## src/rtl/ex_mem_pipe_stage_pkg.sv

```systemverilog
// Shared definitions for the EX->MEM pipeline stage: core default widths, the zero-register
// address and the skid-buffer occupancy encoding.
package ex_mem_pipe_stage_pkg;

    localparam int unsigned CORE_DATA_W = 32;
    localparam int unsigned CORE_ADDR_W = 5;
    localparam logic [4:0]  REG_ZERO    = 5'd0;

    typedef enum logic [1:0] {
        OccEmpty,
        OccOne,
        OccFull
    } occ_e;

endpackage

```

## src/rtl/pipe_skid_buf.sv

```systemverilog
// Generic valid/ready pipeline buffer: 2-entry skid with registered ready (SKID=1) or a
// single slot with combinational ready (SKID=0). Synchronous flush drops everything held.
module pipe_skid_buf
    import ex_mem_pipe_stage_pkg::*;
#(
    parameter int unsigned DATA_W = 32,
    parameter bit          SKID   = 1'b1
) (
    input  logic              clk,
    input  logic              rst,
    input  logic              flush_i,
    input  logic              in_valid_i,
    output logic              in_ready_o,
    input  logic [DATA_W-1:0] in_data_i,
    output logic              out_valid_o,
    input  logic              out_ready_i,
    output logic [DATA_W-1:0] out_data_o
);

    logic              push;
    logic              pop;
    logic              m_valid;
    logic [DATA_W-1:0] m_data;

    assign push        = in_valid_i & in_ready_o;
    assign pop         = m_valid & out_ready_i;
    assign out_valid_o = m_valid;
    assign out_data_o  = m_data;

    if (SKID) begin : g_skid
        occ_e              occ_q, occ_d;
        logic              ready_q, ready_d;
        logic [DATA_W-1:0] m_data_q, m_data_d;
        logic [DATA_W-1:0] s_data_q, s_data_d;

        always_comb begin
            occ_d    = occ_q;
            m_data_d = m_data_q;
            s_data_d = s_data_q;
            unique case (occ_q)
                OccEmpty: begin
                    if (push) begin
                        occ_d    = OccOne;
                        m_data_d = in_data_i;
                    end
                end
                OccOne: begin
                    if (push && pop) begin
                        m_data_d = in_data_i;
                    end else if (push) begin
                        occ_d    = OccFull;
                        s_data_d = in_data_i;
                    end else if (pop) begin
                        occ_d = OccEmpty;
                    end
                end
                OccFull: begin
                    if (pop) begin
                        occ_d    = OccOne;
                        m_data_d = s_data_q;
                    end
                end
                default: occ_d = OccEmpty;
            endcase
            if (flush_i) begin
                occ_d = OccEmpty;
            end
        end

        // Ready is a flop so the EX stage never sees a combinational path from MEM ready.
        assign ready_d = (occ_d != OccFull);

        always_ff @(posedge clk or posedge rst) begin
            if (rst) begin
                occ_q    <= OccEmpty;
                ready_q  <= 1'b1;
                m_data_q <= '0;
                s_data_q <= '0;
            end else begin
                occ_q    <= occ_d;
                ready_q  <= ready_d;
                m_data_q <= m_data_d;
                s_data_q <= s_data_d;
            end
        end

        assign in_ready_o = ready_q;
        assign m_valid    = (occ_q != OccEmpty);
        assign m_data     = m_data_q;
    end else begin : g_single
        logic              m_valid_q, m_valid_d;
        logic [DATA_W-1:0] m_data_q, m_data_d;

        always_comb begin
            m_valid_d = m_valid_q;
            m_data_d  = m_data_q;
            if (push) begin
                m_valid_d = 1'b1;
                m_data_d  = in_data_i;
            end else if (pop) begin
                m_valid_d = 1'b0;
            end
            if (flush_i) begin
                m_valid_d = 1'b0;
            end
        end

        always_ff @(posedge clk or posedge rst) begin
            if (rst) begin
                m_valid_q <= 1'b0;
                m_data_q  <= '0;
            end else begin
                m_valid_q <= m_valid_d;
                m_data_q  <= m_data_d;
            end
        end

        assign in_ready_o = ~m_valid_q | out_ready_i;
        assign m_valid    = m_valid_q;
        assign m_data     = m_data_q;
    end

endmodule

```

## src/rtl/ex_mem_pipe_stage.sv

```systemverilog
// EX->MEM pipeline stage: packs {wen, waddr, op_c} through a valid/ready buffer and
// suppresses write enables aimed at the zero register.
module ex_mem_pipe_stage
    import ex_mem_pipe_stage_pkg::*;
#(
    parameter int unsigned DATA_W = CORE_DATA_W,
    parameter int unsigned ADDR_W = CORE_ADDR_W,
    parameter bit          SKID   = 1'b1
) (
    input  logic              clk,
    input  logic              rst,
    input  logic              flush_i,
    input  logic              ex_valid_i,
    output logic              ex_ready_o,
    input  logic [DATA_W-1:0] ex_op_c_i,
    input  logic [ADDR_W-1:0] ex_waddr_i,
    input  logic              ex_wen_i,
    output logic              mem_valid_o,
    input  logic              mem_ready_i,
    output logic [DATA_W-1:0] mem_op_c_o,
    output logic [ADDR_W-1:0] mem_waddr_o,
    output logic              mem_wen_o
);

    localparam int unsigned EntryW = DATA_W + ADDR_W + 1;

    logic [EntryW-1:0] in_entry;
    logic [EntryW-1:0] out_entry;
    logic              out_valid;

    assign in_entry = {ex_wen_i, ex_waddr_i, ex_op_c_i};

    pipe_skid_buf #(
        .DATA_W (EntryW),
        .SKID   (SKID)
    ) u_buf (
        .clk         (clk),
        .rst         (rst),
        .flush_i     (flush_i),
        .in_valid_i  (ex_valid_i),
        .in_ready_o  (ex_ready_o),
        .in_data_i   (in_entry),
        .out_valid_o (out_valid),
        .out_ready_i (mem_ready_i),
        .out_data_o  (out_entry)
    );

    assign mem_valid_o = out_valid;
    assign mem_op_c_o  = out_entry[DATA_W-1:0];
    assign mem_waddr_o = out_entry[DATA_W +: ADDR_W];
    assign mem_wen_o   = out_valid & out_entry[EntryW-1] & (mem_waddr_o != ADDR_W'(REG_ZERO));

endmodule

```

## config.mk

```make
export PLATFORM = sky130hd
export DESIGN_NAME = ex_mem_pipe_stage
export DESIGN_NICKNAME = d
export VERILOG_FILES = /design/src/rtl/ex_mem_pipe_stage_pkg.sv /design/src/rtl/pipe_skid_buf.sv /design/src/rtl/ex_mem_pipe_stage.sv
export SDC_FILE = /design/constraint.sdc
export NUM_CORES = 1
export LEC_CHECK = 0
export ABC_AREA = 1
export CAP_MARGIN = 20
export CORE_MARGIN = 5
export CORE_UTILIZATION = 25
export DETAILED_ROUTE_END_ITERATION = 10
export HOLD_SLACK_MARGIN = 0.05
export REMOVE_ABC_BUFFERS = 1
export SLEW_MARGIN = 20
export SYNTH_ARGS = -nofsm -noshare
export SYNTH_HDL_FRONTEND = slang
export SYNTH_SLANG_ARGS = --single-unit
```

## constraint.sdc

```tcl
create_clock -name clk -period 2.7 [get_ports clk]
set_input_delay 0.27 -clock clk [delete_from_list [all_inputs] [get_ports clk]]
set_output_delay 0.27 -clock clk [all_outputs]
set_load 0.005 [all_outputs]
```

-- Word-level counts from Yosys, hierarchy flattened
Index checks and enable logic that the tools add are counted.
- register bits after elaboration: 79
- output and inout bits: 40
- reduce and logical (&&, ||, !) cells: 7
- muxes and demuxes: 11
- equal/unequal tests: 6
- bitwise gates (word level): 5
- operators with widths (operator ; count):
    $mux 38 ; 3
    $pmux 38 s3 ; 1
    $mux 2 ; 6
    $ne 2x1->1 const B ; 3
    $pmux 2 s3 ; 1
    $reduce_bool 5->1 ; 1
    $and 1x1->1 ; 4
    $reduce_and 4->1 ; 1
    $reduce_and 3->1 ; 1
    $reduce_bool 3->1 ; 1
    $eq 2x1->1 const B ; 1
    $eq 2x2->1 const B ; 1
    $logic_not 2->1 ; 1
    $ne 2x2->1 const B ; 1
    $reduce_bool 2->1 ; 1
    $logic_and 1x1->1 ; 1
    $not 1->1 ; 1

-- Longest topological paths before layout
Gate-level depths: netlist of the first run.
- depth in word-level cells: 8
- mapped depth: 8
- mapped depth without buffers: 6

-- Hierarchy
From an unflattened synthesis of the first run, not the netlist that was laid out.
- cell total of the unflattened synthesis: 488
- area, all modules: 3788.6 um^2
- by module, submodules not included (module ; cells an instance ; times used ; area an instance (um^2) ; seq. area each (um^2)):
    pipe_skid_buf ; 480 ; 1 ; 3757.4 ; 1978.1
    ex_mem_pipe_stage ; 8 ; 1 ; 31.3 ; 0.0

-- Least setup slack after synthesis of the first run
No wires, ideal clock.
- path kind: register to register
- from: register u_buf.g_skid.ready_q, in the netlist u_buf.in_ready_o
- to: register u_buf.g_skid.m_data_q[10], in the netlist u_buf.out_data_o[10]
- data required time: 2583 ps
- arrival: 1161 ps
- path slack: 1421 ps
- stages on the path, launching flop included: 8
- library setup time: 117 ps
- path buffers: 2
- period minus slack after synthesis: 1279 ps
- cells stage by stage: dfstp_2 nand3_2 nand2_1 nand2_1 buf_4 buf_4 nand2_1 nand2_1
- word-level cells in the longest chain between the ends: 4
- elaborated cells between the ends (all ways): 5
- classes of those cells: eq/ne (2); bitwise (1); reduce/logical (2)
- ends and longest elaborated chain (item ; RTL line ; source):
    start: declaration ; pipe_skid_buf.sv:32 ; logic ready_q, ready_d;
    start signal: assignment ; pipe_skid_buf.sv:81 ; ready_q <= ready_d;
    $and 1x1->1 * ; pipe_skid_buf.sv:25 ; assign push = in_valid_i & in_ready_o;
    $logic_and 1x1->1 ; pipe_skid_buf.sv:48 ; if (push && pop) begin
    $ne 2x1->1 (no source line) ; - ;
    $reduce_and 4->1 (no source line) * ; - ;
    end signal: assignment ; pipe_skid_buf.sv:82 ; m_data_q <= m_data_d;
    end: declaration ; pipe_skid_buf.sv:33 ; logic [DATA_W-1:0] m_data_q, m_data_d;
Every way passes the cells marked *; elsewhere a longest branch is shown, timed or not.
A chain may end at the register's enable or synchronous reset.

-- Worst setup path in the final report of the first run
- from: register u_buf.g_skid.occ_q[1]
- to: output port mem_wen_o
- word-level cells in the longest chain between the ends: 3
- ends and longest elaborated chain (item ; RTL line ; source):
    start: declaration ; pipe_skid_buf.sv:31 ; occ_e occ_q, occ_d;
    start signal: assignment ; pipe_skid_buf.sv:75 ; occ_q <= OccEmpty;
    $reduce_bool 2->1 ; pipe_skid_buf.sv:88 ; assign m_valid = (occ_q != OccEmpty);
    $and 1x1->1 (2 in a row) ; ex_mem_pipe_stage.sv:51 ; assign mem_wen_o = out_valid & out_entry[EntryW-1] & (mem_waddr_o != ADDR_W'(REG_ZERO));
    end: declaration ; ex_mem_pipe_stage.sv:22 ; output logic mem_wen_o
Every way passes these cells.

==> results of run 1 <==
worst register-to-register path: stages, from the launching register on:
cell and delay, ps:
dfrtp_2 560, inv_2 170, nand3_2 140, nor2_4 390, buf_4 330, nand2_1 90
nand2_1 70
metal layers:
layer | vias up | global-route usage
met5 | - | 0
li1 | 1652 | -
met4 | 0 | 0.0325
met1 | 1448 | 0.143
met2 | 79 | 0.192
met3 | 13 | 0.0357
placed cells by master, fill, tap and decap left out, drive strengths merged:
| cell type | n |
|---|---|
| inv | 8 |
| o21ai | 1 |
| a21oi | 1 |
| dfstp | 1 |
| clkbuf | 11 |
| buf | 9 |
| nand3 | 81 |
| nand3b | 1 |
| nor2 | 4 |
| clkinv | 3 |
| clkdlybuf4s50 | 82 |
| dfrtp | 78 |
| bufinv | 1 |
| nand2 | 278 |
| clkinvlp | 1 |
worst min-delay path by stage:
stage	end	cells after the start
floorplan	u_buf.g_skid.occ_q[1]	1
global placement	u_buf.g_skid.s_data_q[6]	2
detailed placement	u_buf.g_skid.s_data_q[30]	2
CTS	u_buf.g_skid.s_data_q[1]	2
global route	u_buf.g_skid.s_data_q[1]	2
finish	u_buf.g_skid.s_data_q[1]	2
kinds of logic after synthesis:
| logic type | count (synthesis) | share of synthesized area |
|---|---|---|
| and+or+nand+nor | 364 | 0.377 |
| AOI/OAI and AO/OA | 2 | 0.00255 |
| DFF | 79 | 0.504 |
| buffers and inverters | 77 | 0.117 |
through the flow:
step                      cell area (µm²)  hold WS [ps]  utilization
final                                4970           175        0.325
after detailed placement             4670           459        0.305
after global placement               4670           454        0.305
after global routing                 4970           190        0.325
after floorplan                      3500           333            -
after CTS                            4970           164        0.325
registers in the layout (all words and copies together) (netlist names):
signal and cells:
u_buf.g_skid.occ_q 2, u_buf.g_skid.s_data_q 38, u_buf.in_ready_o 1, u_buf.out_data_o 38
synthesized netlist by cell type (all sizes together):
master  count  area share
clkbuf     12       0.011
o21ai       1      0.0013
dfstp       1      0.0067
dfrtp      78        0.50
nor2        4      0.0038
nand3      81        0.10
inv         8      0.0076
nand2     278        0.27
nand3b      1      0.0019
buf        57       0.098
a21oi       1      0.0013
layout make-up:
class	count	area, µm²
Fill cell	1654	10300
Sequential cell	79	1980
Multi-Input combinational cell	366	1510
Timing Repair Buffer	91	888
Tap cell	211	264
Clock buffer	11	243
Clock inverter	5	56.3
Inverter	8	31.3
power by group through the flow:
stage / Combinational (mW) / Sequential (mW) / Clock, mW
2_1_floorplan: 0.308 / 1.56 / 0
3_3_place_gp: 0.672 / 1.58 / 0
3_5_place_dp: 0.683 / 1.58 / 0
4_1_cts: 0.686 / 1.56 / 1.27
5_1_grt: 0.767 / 1.60 / 1.32
6_report: 0.667 / 1.56 / 1.23
==> impl_metrics.tcl, run 1 <==
set metrics [dict create \
    core.rowCount 45 \
    finalSetupViolations 0 \
    hold_class "in -> async" \
    cpLargestDelayFamily "buffers and inverters" \
    first_global_vias 3411 \
    syn_inst 522 \
    netlist_area_um2 3930 \
    slew_headroom 0.509 \
    met2_length_mm 4.63 \
    drive_gt1_frac 0.0661 \
    path_cells "inv_2 -> nand2_2 -> nand3_1 -> inv_1 -> clkdlybuf4s50_1" \
    min_period_over_period 0.787 \
    cts_hold_buf 0 \
    crit_end "mem_wen_o" \
    fin_skew_ps 6.80 \
    final_cells 771 \
    cp_slowest_cell "dfrtp_2" \
    track_usage 0.115 \
    path_depth 5 \
    rr_worst_depth 6 \
    dp_hpwl_mm 6.54 \
    grt_pass1_wl_mm 17.1 \
    r2r_slack_ps 890 \
    regToRegEndpoint "u_buf.g_skid.s_data_q[25]" \
    cts_htree_levels 3 \
    p_clk_frac 0.355 \
    wl_mm 9.77 \
    hold_viol_final 0 \
    r2r-start "u_buf.g_skid.occ_q[1]" \
    cp.arrival_ps 1860 \
    route.detailed.drc 0 \
    cp.required_ps 2430 \
    drtIter0Drc 179 \
    critPathCaptureType "output pin" \
    cp_slowest_stage_delay_ps 630 \
    clk_latency_ps 340 \
    nets 598 \
    die_x_um 135 \
    met1_length_mm 4.45 \
    antenna_found_initial 0 \
    first_pass_iters 4 \
    io_pins 83 \
    fp.dieH_um 135 \
    max_freq_mhz 471 \
    pwr-share-comb 0.193 \
    p_seq_frac 0.452 \
    post_drt_wl_per_cell_um 12.7 \
    postCtsResizedCells 0 \
    powerDensity_nw_per_um2 695 \
    dp_slack_ps 777 \
    timing.setup.tns_ps 0 \
    syn2layout_area_growth_pct 26.6 \
    avgSynthCellArea_um2 7.52 \
    dieArea_um2 18300 \
    cts_buffers 9 \
    grt_overflow_total 0 \
    cts_tree "yes" \
    clkTransAtPathRegs_ps 60 \
    p_int_mw 2.51 \
    swShare 0.272 \
    ys_seq_area_frac 0.504 \
    path_buf_inv 3 \
    switchingPower_mw 0.940 \
    rsz0062_at_grt "no" \
    drv_slew 0 \
    wl_met3_um 589 \
    ant_nets 0 \
    status "completed" \
    placed_cells 755 \
    port_buffers 82 \
    power.leakage_nw 2.55 \
    cts.sinks 79 \
    via_count 3192 \
    max_slew.worst_pin.slew_ps 734 \
    crit_fanout 21 \
    worst_slack_ps 575 \
    start_kind "flop" \
    core_um2 15300 \
    gp_congestion 0.712 \
    ir_drop_v 0.000280 \
    setup.worst_path.start "u_buf.g_skid.occ_q[1]" \
    initial_utilization 0.256 \
    clock-root-buffer "clkbuf_16" \
    yosys_register_bits 79 \
    clockBufferDepth 2 \
    grt_max_degree 42 \
    cts_setup_buffers 0 \
    period_needed_ps 2130 \
    yosysWarnings 0 \
    maxCapViolCount 0 \
    via_per_inst 4.14 \
    crit_type "reg -> out" \
    power_mw 3.46 \
    antenna_cells 0 \
    maxUsedRoutingLayer "met4" \
    synthDistinctLibCells 15 \
]
Power figures use the tool's default switching activity.
==> inputs of run 2 (changes only) <==
- clock period: 2.7 -> 2.15 ns (I/O delays scaled with it)
==> impl_metrics.tcl, run 2 (synthesis results as in run 1) <==
set metrics [dict create \
    status "completed" \
    hold_viol_final 0 \
    via_per_inst 4.19 \
    final_cells 778 \
    io_pins 83 \
    cts_buffers 9 \
    post_drt_wl_per_cell_um 12.6 \
    worst_slack_ps 433 \
    slew_headroom 0.710 \
    final_cell_mix "nand2_1 (272), clkdlybuf4s50_1 (82), nand3_1 (80)" \
    grt_overflow_total 0 \
    rsz0062_at_grt "no" \
    cts_setup_buffers 0 \
    nets 605 \
    cp.arrival_ps 1500 \
    drv_slew 0 \
    route.detailed.drc 0 \
    multi_input_area_um2 1510 \
    grt_pass1_wl_mm 16.4 \
    cp.required_ps 1930 \
    cts_htree_levels 3 \
    cts_hold_buf 0 \
    initial_utilization 0.256 \
    hold_class "in -> async" \
    min_period_over_period 0.799 \
    syn2layout_area_growth_pct 28.5 \
    grt_max_degree 80 \
    fin_skew_ps 5.08 \
    power.leakage_nw 2.59 \
    cp_slowest_stage_delay_ps 490 \
    gp_congestion 0.724 \
    critPathCaptureType "output pin" \
    antenna_cells 0 \
    timing.setup.tns_ps 0 \
    period_needed_ps 1720 \
    dp_slack_ps 531 \
    cts_tree "yes" \
    via_count 3263 \
    dp_hpwl_mm 6.63 \
    postCtsResizedCells 0 \
    start_kind "flop" \
    crit_fanout 5 \
    placed_cells 762 \
    first_global_vias 3262 \
    final_common_cell "nand2_1" \
    clk_latency_ps 340 \
    ir_drop_v 0.000323 \
    maxCapViolCount 0 \
    clock-root-buffer "clkbuf_16" \
    dieArea_um2 18300 \
    first_pass_iters 4 \
    max_freq_mhz 582 \
    port_buffers 82 \
    final_area_um2 5050 \
    wl_mm 9.76 \
    track_usage 0.112 \
    drive_gt1_frac 0.0794 \
    path_cells "inv_2 -> nand2_2 -> nand3_1 -> inv_1 -> clkdlybuf4s50_1" \
    clockBufferDepth 2 \
    powerDensity_nw_per_um2 870 \
    drtIter0Drc 151 \
    core_um2 15300 \
    antenna_found_initial 0 \
    nFillCells 1672 \
    core.rowCount 45 \
    fp.dieH_um 135 \
    cts.sinks 79 \
    hold_ws_ps 298 \
    finalSetupViolations 0 \
    clkTransAtPathRegs_ps 60 \
    ant_nets 0 \
    place_area_um2 4740 \
    die_x_um 135 \
    max_slew.worst_pin.slew_ps 435 \
    cp_slowest_cell "clkdlybuf4s50_1" \
    crit_type "reg -> out" \
    final-seq-area_um2 1980 \
]
-- run 2: metrics by stage --
stage	total power, mW	utilization
after floorplan	2.35	-
after global placement	2.84	0.309
after detailed placement	2.86	0.309
after CTS	4.45	0.329
after global routing	4.65	0.329
final	4.39	0.329
-- run 2: area by class of cell --
| cell class | count | area share |
|---|---|---|
| timing repair buffer | 98 | 0.189 |
| tap | 211 | 0.0523 |
| sequential | 79 | 0.392 |
| multi-input combinational | 366 | 0.299 |
| clock inverter | 5 | 0.0112 |
| clock buffer | 11 | 0.0501 |
| inverter | 8 | 0.00620 |
-- run 2: power breakdown --
| group | internal [mW] | switching [mW] |
|---|---|---|
| clock | 0.960 | 0.616 |
| sequential | 1.79 | 0.164 |
| combinational | 0.449 | 0.410 |
-- run 2: worst paths after layout --
check	to	cells after the start	slack [ps]	from
worst max-delay path	mem_wen_o	5	430	u_buf.g_skid.occ_q[1]
worst min-delay path	u_buf.out_data_o[30]	3	300	rst
worst max register to register	u_buf.out_data_o[4]	7	560	u_buf.g_skid.occ_q[0]
worst min register to register	u_buf.g_skid.s_data_q[29]	2	470	u_buf.g_skid.s_data_q[29]
max in group asynchronous	u_buf.g_skid.occ_q[1]	3	1520	rst
min in group clk	u_buf.in_ready_o	3	430	flush_i
-- run 2: worst max-delay path, delay by kind of cell, from the launching register on --
| family | cells | cell delay, ps |
|---|---|---|
| and+or+nand+nor | 2 | 190 |
| buffers and inverters | 3 | 600 |
| DFF | 1 | 370 |
-- run 2: layer usage --
metal,share of wire,routed length (µm),vias to the layer above,GRT usage
li1,-,-,1663,-
met1,0.47,4590,1517,0.144
met2,0.47,4560,74,0.180
met3,0.050,486,9,0.0338
met4,0.013,127,0,0.0325
met5,0,0,-,0
==> inputs of run 3 (changes only) <==
- clock period: 2.15 -> 1.8 ns (I/O delays scaled with it)
==> impl_metrics.tcl, run 3 (synthesis results as in run 1) <==
set metrics [dict create \
    status "completed" \
    postCtsResizedCells 0 \
    final_common_cell "nand2_1" \
    clockBufferDepth 2 \
    cts_hold_buf 0 \
    worst_slack_ps 106 \
    drive_gt1_frac 0.0741 \
    wl_mm 10.1 \
    regToRegEndpoint "u_buf.out_data_o[27]" \
    crit_type "reg -> out" \
    cts_tree "yes" \
    fin_skew_ps 6.49 \
    hold_class "in -> async" \
    finalSetupViolations 0 \
    period_needed_ps 1690 \
    dp_slack_ps 286 \
    clkTransAtPathRegs_ps 60 \
    critPathCaptureType "output pin" \
    power_mw 5.49 \
    crit_fanout 5 \
    final_area_um2 5100 \
    fp.dieH_um 135 \
    initial_utilization 0.256 \
    via_per_inst 4.17 \
    drtIter0Drc 143 \
    port_buffers 82 \
    crit_end "mem_wen_o" \
    route.detailed.drc 0 \
    cp.arrival_ps 1510 \
    powerDensity_nw_per_um2 1080 \
    dp_hpwl_mm 6.82 \
    clk_latency_ps 340 \
    timing.setup.tns_ps 0 \
    nFillCells 1673 \
    antenna_found_initial 0 \
    cts_setup_buffers 0 \
    power.leakage_nw 2.61 \
    nets 605 \
    cts.sinks 79 \
    max_slew.worst_pin.slew_ps 455 \
    core.rowCount 45 \
    grt_pass1_wl_mm 17.2 \
    place_area_um2 4760 \
    core_um2 15300 \
    antenna_cells 0 \
    via_count 3241 \
    io_pins 83 \
    post_drt_wl_per_cell_um 13.0 \
    syn2layout_area_growth_pct 29.9 \
    cp_slowest_stage_delay_ps 490 \
    min_period_over_period 0.941 \
    rsz0062_at_grt "no" \
    slew_headroom 0.697 \
    cts_buffers 9 \
    final_cell_mix "nand2_1 (272), clkdlybuf4s50_1 (82), nand3_1 (80)" \
    multi_input_area_um2 1510 \
    start_kind "flop" \
    grt_max_degree 80 \
    track_usage 0.117 \
    max_freq_mhz 590 \
    ir_drop_v 0.000518 \
    r2r_slack_ps 380 \
    drv_slew 0 \
    path_cells "inv_2 -> nand2_2 -> nand3_1 -> inv_1 -> clkdlybuf4s50_1" \
    ant_nets 0 \
    setup.worst_path.start "u_buf.g_skid.occ_q[1]" \
    r2r-start "u_buf.g_skid.occ_q[1]" \
    rr_worst_depth 6 \
    dieArea_um2 18300 \
    cp_slowest_cell "clkdlybuf4s50_1" \
    cts_htree_levels 3 \
    grt_overflow_total 0 \
    cp.required_ps 1620 \
    hold_viol_final 0 \
    final-seq-area_um2 1980 \
    die_x_um 135 \
    gp_congestion 0.731 \
    maxCapViolCount 0 \
    first_global_vias 3364 \
    first_pass_iters 4 \
    clock-root-buffer "clkbuf_16" \
]
-- run 3: cell count changes in the layout (fill, tap and decap cells not counted), sizes merged --
cell      previous run  this run
bufinv               1         3
clkinv               4         1
clkbuf              11        13
clkinvlp             1         0
-- run 3: power by group --
part           internal (mW)  leakage [nW]  switching (mW)
clock network           1.40         0.164           0.718
logic                  0.542          1.47           0.493
registers               2.14         0.979           0.202
-- run 3: final cells by class --
class                      count  area share
sequential                    79       0.388
multi-input combinational    366       0.296
timing repair buffer          98       0.192
tap                          211      0.0517
clock buffer                  13      0.0490
clock inverter                 3      0.0177
inverter                       8     0.00613
-- run 3: worst max-delay path: cells and delay by family (launching register included) --
kind	cells	cell delay, ps
buffers and inverters	3	610
flip-flops	1	380
AND/OR/NAND/NOR	2	190
-- run 3: through the flow --
| step | utilization | cells | hold WS (ps) |
|---|---|---|---|
| 2_1_floorplan | - | 453 | 243 |
| 3_3_place_gp | 0.311 | 762 | 454 |
| 3_5_place_dp | 0.311 | 762 | 459 |
| 4_1_cts | 0.333 | 778 | 271 |
| 5_1_grt | 0.333 | 778 | 303 |
| 6_report | 0.333 | 778 | 228 |
-- run 3: worst min path at each step --
stage	end	cells past startpoint	slack, ps	from
after floorplan	u_buf.g_skid.occ_q[1]	1	240	flush_i
after global placement	u_buf.g_skid.s_data_q[0]	2	450	u_buf.g_skid.s_data_q[0]
after detailed placement	u_buf.g_skid.s_data_q[6]	2	460	u_buf.g_skid.s_data_q[6]
after CTS	u_buf.out_data_o[11]	3	270	rst
after global routing	u_buf.out_data_o[26]	3	300	rst
final	u_buf.g_skid.s_data_q[26]	3	230	rst
-- run 3: per-layer routing --
layer	vias up	track usage	wire, µm
li1	1668	-	-
met3	15	0.0353	568
met5	-	0	0
met4	0	0.0325	157
met1	1473	0.155	4720
met2	85	0.185	4660
